## config.mk

```make
export PLATFORM = sky130hd
export DESIGN_NAME = hci_bank_arbiter
export DESIGN_NICKNAME = d
export VERILOG_FILES = /design/src/rtl/hci_bank_arbiter.sv
export SDC_FILE = /design/constraint.sdc
export NUM_CORES = 1
export LEC_CHECK = 0
export BUFFER_PORTS_ARGS = -buffer_cell sky130_fd_sc_hd__buf_2
export CAP_MARGIN = 20
export CORE_AREA = 2 2 242 244
export CTS_CLUSTER_SIZE = 25
export DETAILED_ROUTE_END_ITERATION = 7
export DIE_AREA = 0 0 244 246
export GPL_TIMING_DRIVEN = 1
export HOLD_SLACK_MARGIN = 0.08
export PLACE_DENSITY = 0.39
export RECOVER_POWER = 25
export SKIP_LAST_GASP = 1
export SLEW_MARGIN = 10
export SYNTH_ARGS = -nofsm -noshare
export SYNTH_HDL_FRONTEND = slang
export SYNTH_SLANG_ARGS = --single-unit
export TNS_END_PERCENT = 20
```

## constraint.sdc

```tcl
create_clock -name clk_i -period 12.3 [get_ports clk_i]
set_clock_uncertainty 0.05 [all_clocks]
set_input_delay 1.23 -clock clk_i [delete_from_list [all_inputs] [get_ports clk_i]]
set_output_delay 1.23 -clock clk_i [all_outputs]
set_load 0.02 [all_outputs]
```

## src/rtl/hci_bank_arbiter.sv

```systemverilog
// rtl/hci_bank_arbiter.sv - per-bank TCDM arbiter: round-robin narrow group vs. wide HWPE branch
// Static group priority with a starvation override; 1-cycle response routing.
module hci_bank_arbiter #(
  parameter int N_NARROW             = 8,
  parameter int DW                   = 32,
  parameter int AW                   = 11,
  parameter int BW                   = 8,
  parameter bit FILTER_WRITE_R_VALID = 1'b0,
  parameter int STALL_W              = 8
) (
  input  logic                     clk_i,
  input  logic                     rst_i,
  input  logic                     clear_i,
  input  logic                     ctrl_invert_prio_i,
  input  logic [STALL_W-1:0]       ctrl_max_stall_i,
  input  logic [N_NARROW-1:0]      narrow_req_i,
  output logic [N_NARROW-1:0]      narrow_gnt_o,
  input  logic [N_NARROW*AW-1:0]   narrow_add_i,
  input  logic [N_NARROW-1:0]      narrow_wen_i,
  input  logic [N_NARROW*DW/BW-1:0] narrow_be_i,
  input  logic [N_NARROW*DW-1:0]   narrow_data_i,
  output logic [N_NARROW-1:0]      narrow_r_valid_o,
  output logic [DW-1:0]            narrow_r_data_o,
  input  logic                     wide_req_i,
  output logic                     wide_gnt_o,
  input  logic [AW-1:0]            wide_add_i,
  input  logic                     wide_wen_i,
  input  logic [DW/BW-1:0]         wide_be_i,
  input  logic [DW-1:0]            wide_data_i,
  output logic                     wide_r_valid_o,
  output logic [DW-1:0]            wide_r_data_o,
  output logic                     mem_req_o,
  input  logic                     mem_gnt_i,
  output logic [AW-1:0]            mem_add_o,
  output logic                     mem_wen_o,
  output logic [DW/BW-1:0]         mem_be_o,
  output logic [DW-1:0]            mem_data_o,
  input  logic [DW-1:0]            mem_r_data_i
);

  localparam int BEW = DW / BW;
  localparam int RRW = (N_NARROW > 1) ? $clog2(N_NARROW) : 1;

  logic [RRW-1:0]     r_rr_ptr;
  logic [STALL_W-1:0] r_stall_cnt;
  logic [N_NARROW:0]  r_resp_sel;
  logic               r_resp_wr;

  logic [RRW-1:0]     w_nidx;
  logic [RRW-1:0]     w_cand;
  logic               w_found;
  logic               w_narrow_any;
  logic               w_high_req;
  logic               w_low_req;
  logic               w_override;
  logic               w_low_wins;
  logic               w_sel_wide;
  logic               w_narrow_hs;
  logic               w_wide_hs;
  logic               w_high_hs;
  logic               w_low_hs;

  assign w_narrow_any = |narrow_req_i;

  // First requester at or after the pointer, wrapping.
  always_comb begin
    w_nidx  = '0;
    w_cand  = '0;
    w_found = 1'b0;
    for (int i = 0; i < N_NARROW; i++) begin
      w_cand = RRW'((int'(r_rr_ptr) + i) % N_NARROW);
      if (!w_found && narrow_req_i[w_cand]) begin
        w_nidx  = w_cand;
        w_found = 1'b1;
      end
    end
  end

  assign w_high_req = ctrl_invert_prio_i ? wide_req_i : w_narrow_any;
  assign w_low_req  = ctrl_invert_prio_i ? w_narrow_any : wide_req_i;
  assign w_override = (ctrl_max_stall_i != '0) && (r_stall_cnt >= ctrl_max_stall_i) && w_low_req;
  assign w_low_wins = w_override || !w_high_req;
  assign w_sel_wide = ctrl_invert_prio_i ? !w_low_wins : w_low_wins;

  assign mem_req_o  = w_narrow_any | wide_req_i;
  assign wide_gnt_o = w_sel_wide & wide_req_i & mem_gnt_i;

  always_comb begin
    narrow_gnt_o = '0;
    mem_add_o    = '0;
    mem_wen_o    = 1'b1;
    mem_be_o     = '0;
    mem_data_o   = '0;
    for (int i = 0; i < N_NARROW; i++) begin
      if (RRW'(i) == w_nidx) begin
        narrow_gnt_o[i] = !w_sel_wide && w_narrow_any && mem_gnt_i;
        mem_add_o       = narrow_add_i[i*AW +: AW];
        mem_wen_o       = narrow_wen_i[i];
        mem_be_o        = narrow_be_i[i*BEW +: BEW];
        mem_data_o      = narrow_data_i[i*DW +: DW];
      end
    end
    if (w_sel_wide) begin
      mem_add_o  = wide_add_i;
      mem_wen_o  = wide_wen_i;
      mem_be_o   = wide_be_i;
      mem_data_o = wide_data_i;
    end
  end

  assign w_narrow_hs = |narrow_gnt_o;
  assign w_wide_hs   = wide_gnt_o;
  assign w_high_hs   = ctrl_invert_prio_i ? w_wide_hs : w_narrow_hs;
  assign w_low_hs    = ctrl_invert_prio_i ? w_narrow_hs : w_wide_hs;

  generate
    if (N_NARROW > 1) begin : g_rr
      always_ff @(posedge clk_i or posedge rst_i) begin
        if (rst_i) begin
          r_rr_ptr <= '0;
        end else if (clear_i) begin
          r_rr_ptr <= '0;
        end else if (w_narrow_hs) begin
          r_rr_ptr <= (w_nidx == RRW'(N_NARROW - 1)) ? '0 : w_nidx + 1'b1;
        end
      end
    end else begin : g_no_rr
      assign r_rr_ptr = '0;
    end
  endgenerate

  // Low side starves only while the high side actually takes the bank.
  always_ff @(posedge clk_i or posedge rst_i) begin
    if (rst_i) begin
      r_stall_cnt <= '0;
    end else if (clear_i || w_low_hs) begin
      r_stall_cnt <= '0;
    end else if (w_low_req && w_high_hs && (r_stall_cnt != '1)) begin
      r_stall_cnt <= r_stall_cnt + 1'b1;
    end
  end

  always_ff @(posedge clk_i or posedge rst_i) begin
    if (rst_i) begin
      r_resp_sel <= '0;
      r_resp_wr  <= 1'b0;
    end else if (clear_i) begin
      r_resp_sel <= '0;
      r_resp_wr  <= 1'b0;
    end else begin
      r_resp_sel <= {w_wide_hs, narrow_gnt_o};
      r_resp_wr  <= !mem_wen_o;
    end
  end

  // Clear also masks the response already in flight.
  assign narrow_r_valid_o = clear_i ? '0 : r_resp_sel[N_NARROW-1:0];
  assign wide_r_valid_o   = !clear_i && r_resp_sel[N_NARROW] && !(FILTER_WRITE_R_VALID && r_resp_wr);
  assign narrow_r_data_o  = mem_r_data_i;
  assign wide_r_data_o    = mem_r_data_i;

endmodule

```

==> impl_metrics.toml <==
[routing]
dr_total_vias = 9639
ant_nets = 0
wirelength_um = 45700
drt-initial-drc-count = 555
vias_per_cell = 4.54
wl_per_cell_um = 21.5
dr.pass1.iters = 7
drc = 0

[placement]
place_congestion = 0.928
place.port_buffers = 520
placedCellCount = 2117
hpwlAfterDp_um = 35900

[final_layout]
fillers = 6625
drive_above_1_share = 0.440
fin_cells = 2123
synthToLayoutAreaGrowth_pct = 40.0
nNetsFinal = 1861

[floorplan]
ios = 617
fp.dieArea_sq_um = 60000
chipWidth_um = 244
core-area_sq_um = 57400
die_height_um = 246
row_count = 88
initial_utilization = 0.123

[clock_network]
cts.sinks = 20
path_clk_slew_ns = 0.06
cts_resized = 0
tritoncts = "yes"
htree_num_levels = 1
cts.path.max_buffers = 2
clock_latency_ns = 0.26
clockRootBuffer = "clkbuf_16"
cts_buffers = 3
post-cts-setup-buffers = 0
holdBufCountCts = 0

[grt]
grt_max_degree = 86
grt_pass1_vias = 9558
track_usage = 0.140
grt_pass1_wl_um = 63700
antenna_found_initial = 11
grt_overflow = 0

[yosys]
synthTopCellsByArea = "mux2i_1, dfrtp_1, buf_4"
yosysSeqAreaShare = 0.0709
ys_seq_elements = 20
synth.top_cell.area_share = 0.0794
syn_area_sq_um = 7060
synthDistinctLibCells = 66
synth-async-reset-ratio = 1.00
synth_common_cells = "nand2_1, nor2_1, clkbuf_1"
syn_avg_cell_area_sq_um = 7.15
synth-edff-count = 0
synth_top_flop_cell = "dfrtp_1"
synth_nets = 1491
netlist_instances = 988
synth_top_cell_by_area = "mux2i_1"
yosysMostFrequentCell = "nand2_1"
synth-warning-count = 0

[worst_setup_path]
worstSetupStartpoint = "r_rr_ptr[0]"
worstSetupStartpointType = "flop"
cp_data_arrival_time_ns = 6.87
critPathCaptureType = "output pin"
reg2reg_depth = 18
crit_path_max_fanout = 55
ff2ff_setup_slack_ns = 5.56
required_ns = 11.02
r2r_start = "r_rr_ptr[0]"
path_class = "flop to output pin"

[sta]
drv_slew = 0
hold_violations = 0
period_minus_slack_ns = 8.15
rsz0062_at_grt = "false"
max_slew_margin = 0.306
tightest_slew_ns = 1.04
fin_hold_ws_ns = 0.537
setup_viol = 0
layout_worst_path_cycle_share = 0.662
finalSetupTns_ns = 0
fmax_ghz = 0.123

[hold_path]
hold_path_class = "flop to flop"
whs_path_depth = 2
min-delay-start = "r_stall_cnt[4]"

[job]
drv_cap = 0

[run_status]
outcome = "completed"
metrics by stage:
step	area [sq um]	setup WS, ns	util
after floorplan	7060	6.01	-
after global placement	9780	4.46	0.170
after detailed placement	9780	4.37	0.170
after CTS	9880	4.09	0.172
after global routing	9890	3.57	0.172
final	9890	4.15	0.172
state kept, by name, indices dropped and copies added, names as in the netlist:
register     flops
r_rr_ptr         3
r_resp_sel       9
r_stall_cnt      8
area by class of cell:
cell class                      instances  area, sq um  area share
Tap cell                              765          957      0.0968
Timing Repair Buffer                  533         2700       0.273
Inverter                               70          265      0.0268
Sequential cell                        20          500      0.0506
Clock buffer                            3         75.1     0.00759
Clock inverter                          1         30.0     0.00304
Antenna cell                            1         2.50    0.000253
Multi-Input combinational cell        730         5360       0.542
cells in the final DEF (no fill, tap or decap), types with 3 or more instances in the layout:
cell type and count:
buf_4 12, nand2b_1 5, a31oi_1 47, o211ai_1 4, clkbuf_16 3, nor2_4 3
nor3_1 15, inv_1 68, nand4_1 5, nand2_1 104, a211oi_1 51, o31ai_1 3
or3_1 4, xor2_1 6, mux4_2 9, o221ai_1 18, nor4_1 6, dfrtp_1 20
a22oi_1 49, a221o_1 3, mux2i_1 56, o21ai_0 55, o221ai_2 26, buf_2 521
a2bb2oi_1 49, nor2_1 77, nor2b_1 11, and3_1 4, a221oi_1 44, a21oi_1 10
mux2_2 6, ha_4 4, ha_1 12, o22ai_1 5, xnor2_1 4
layer usage:
layer | up-vias | global-route usage | part of all wire
li1 | 4433 | - | -
met1 | 4576 | 0.172 | 0.41
met2 | 561 | 0.244 | 0.48
met3 | 61 | 0.0389 | 0.088
met4 | 8 | 0.0258 | 0.020
met5 | - | 0.0172 | 0.0038
cell families after synthesis:
group,synth area share
muxes,0.128
AOI/OAI and AO/OA,0.424
DFF,0.0709
adders and majority gates,0.0301
buffers and inverters,0.180
and+or+nand+nor,0.155
xor gates and xnor gates,0.0124
worst max-delay path, stage by stage (launching register included):
cell	delay, ns
dfrtp_1	0.72
inv_1	0.23
ha_1	0.75
mux2i_1	0.19
mux4_2	0.54
a2bb2oi_1	0.26
o21ai_0	0.11
nand2_1	0.10
o311a_1	0.17
a21oi_1	0.05
o31ai_1	0.61
ha_4	0.67
buf_4	0.53
nand2_1	0.09
o21ai_0	0.77
o221ai_2	0.21
a31oi_1	0.26
buf_2	0.23
worst paths after layout:
path | endpoint
setup / recovery | mem_data_o[7]
hold / removal | r_stall_cnt[4]
setup reg to reg | r_stall_cnt[5]
hold reg to reg | r_stall_cnt[4]
max in group asynchronous | r_resp_sel[0]
min in group asynchronous | r_stall_cnt[4]
Power is not shown: default switching activity piles up to over one toggle a cycle in this logic, so the estimate is an artifact.
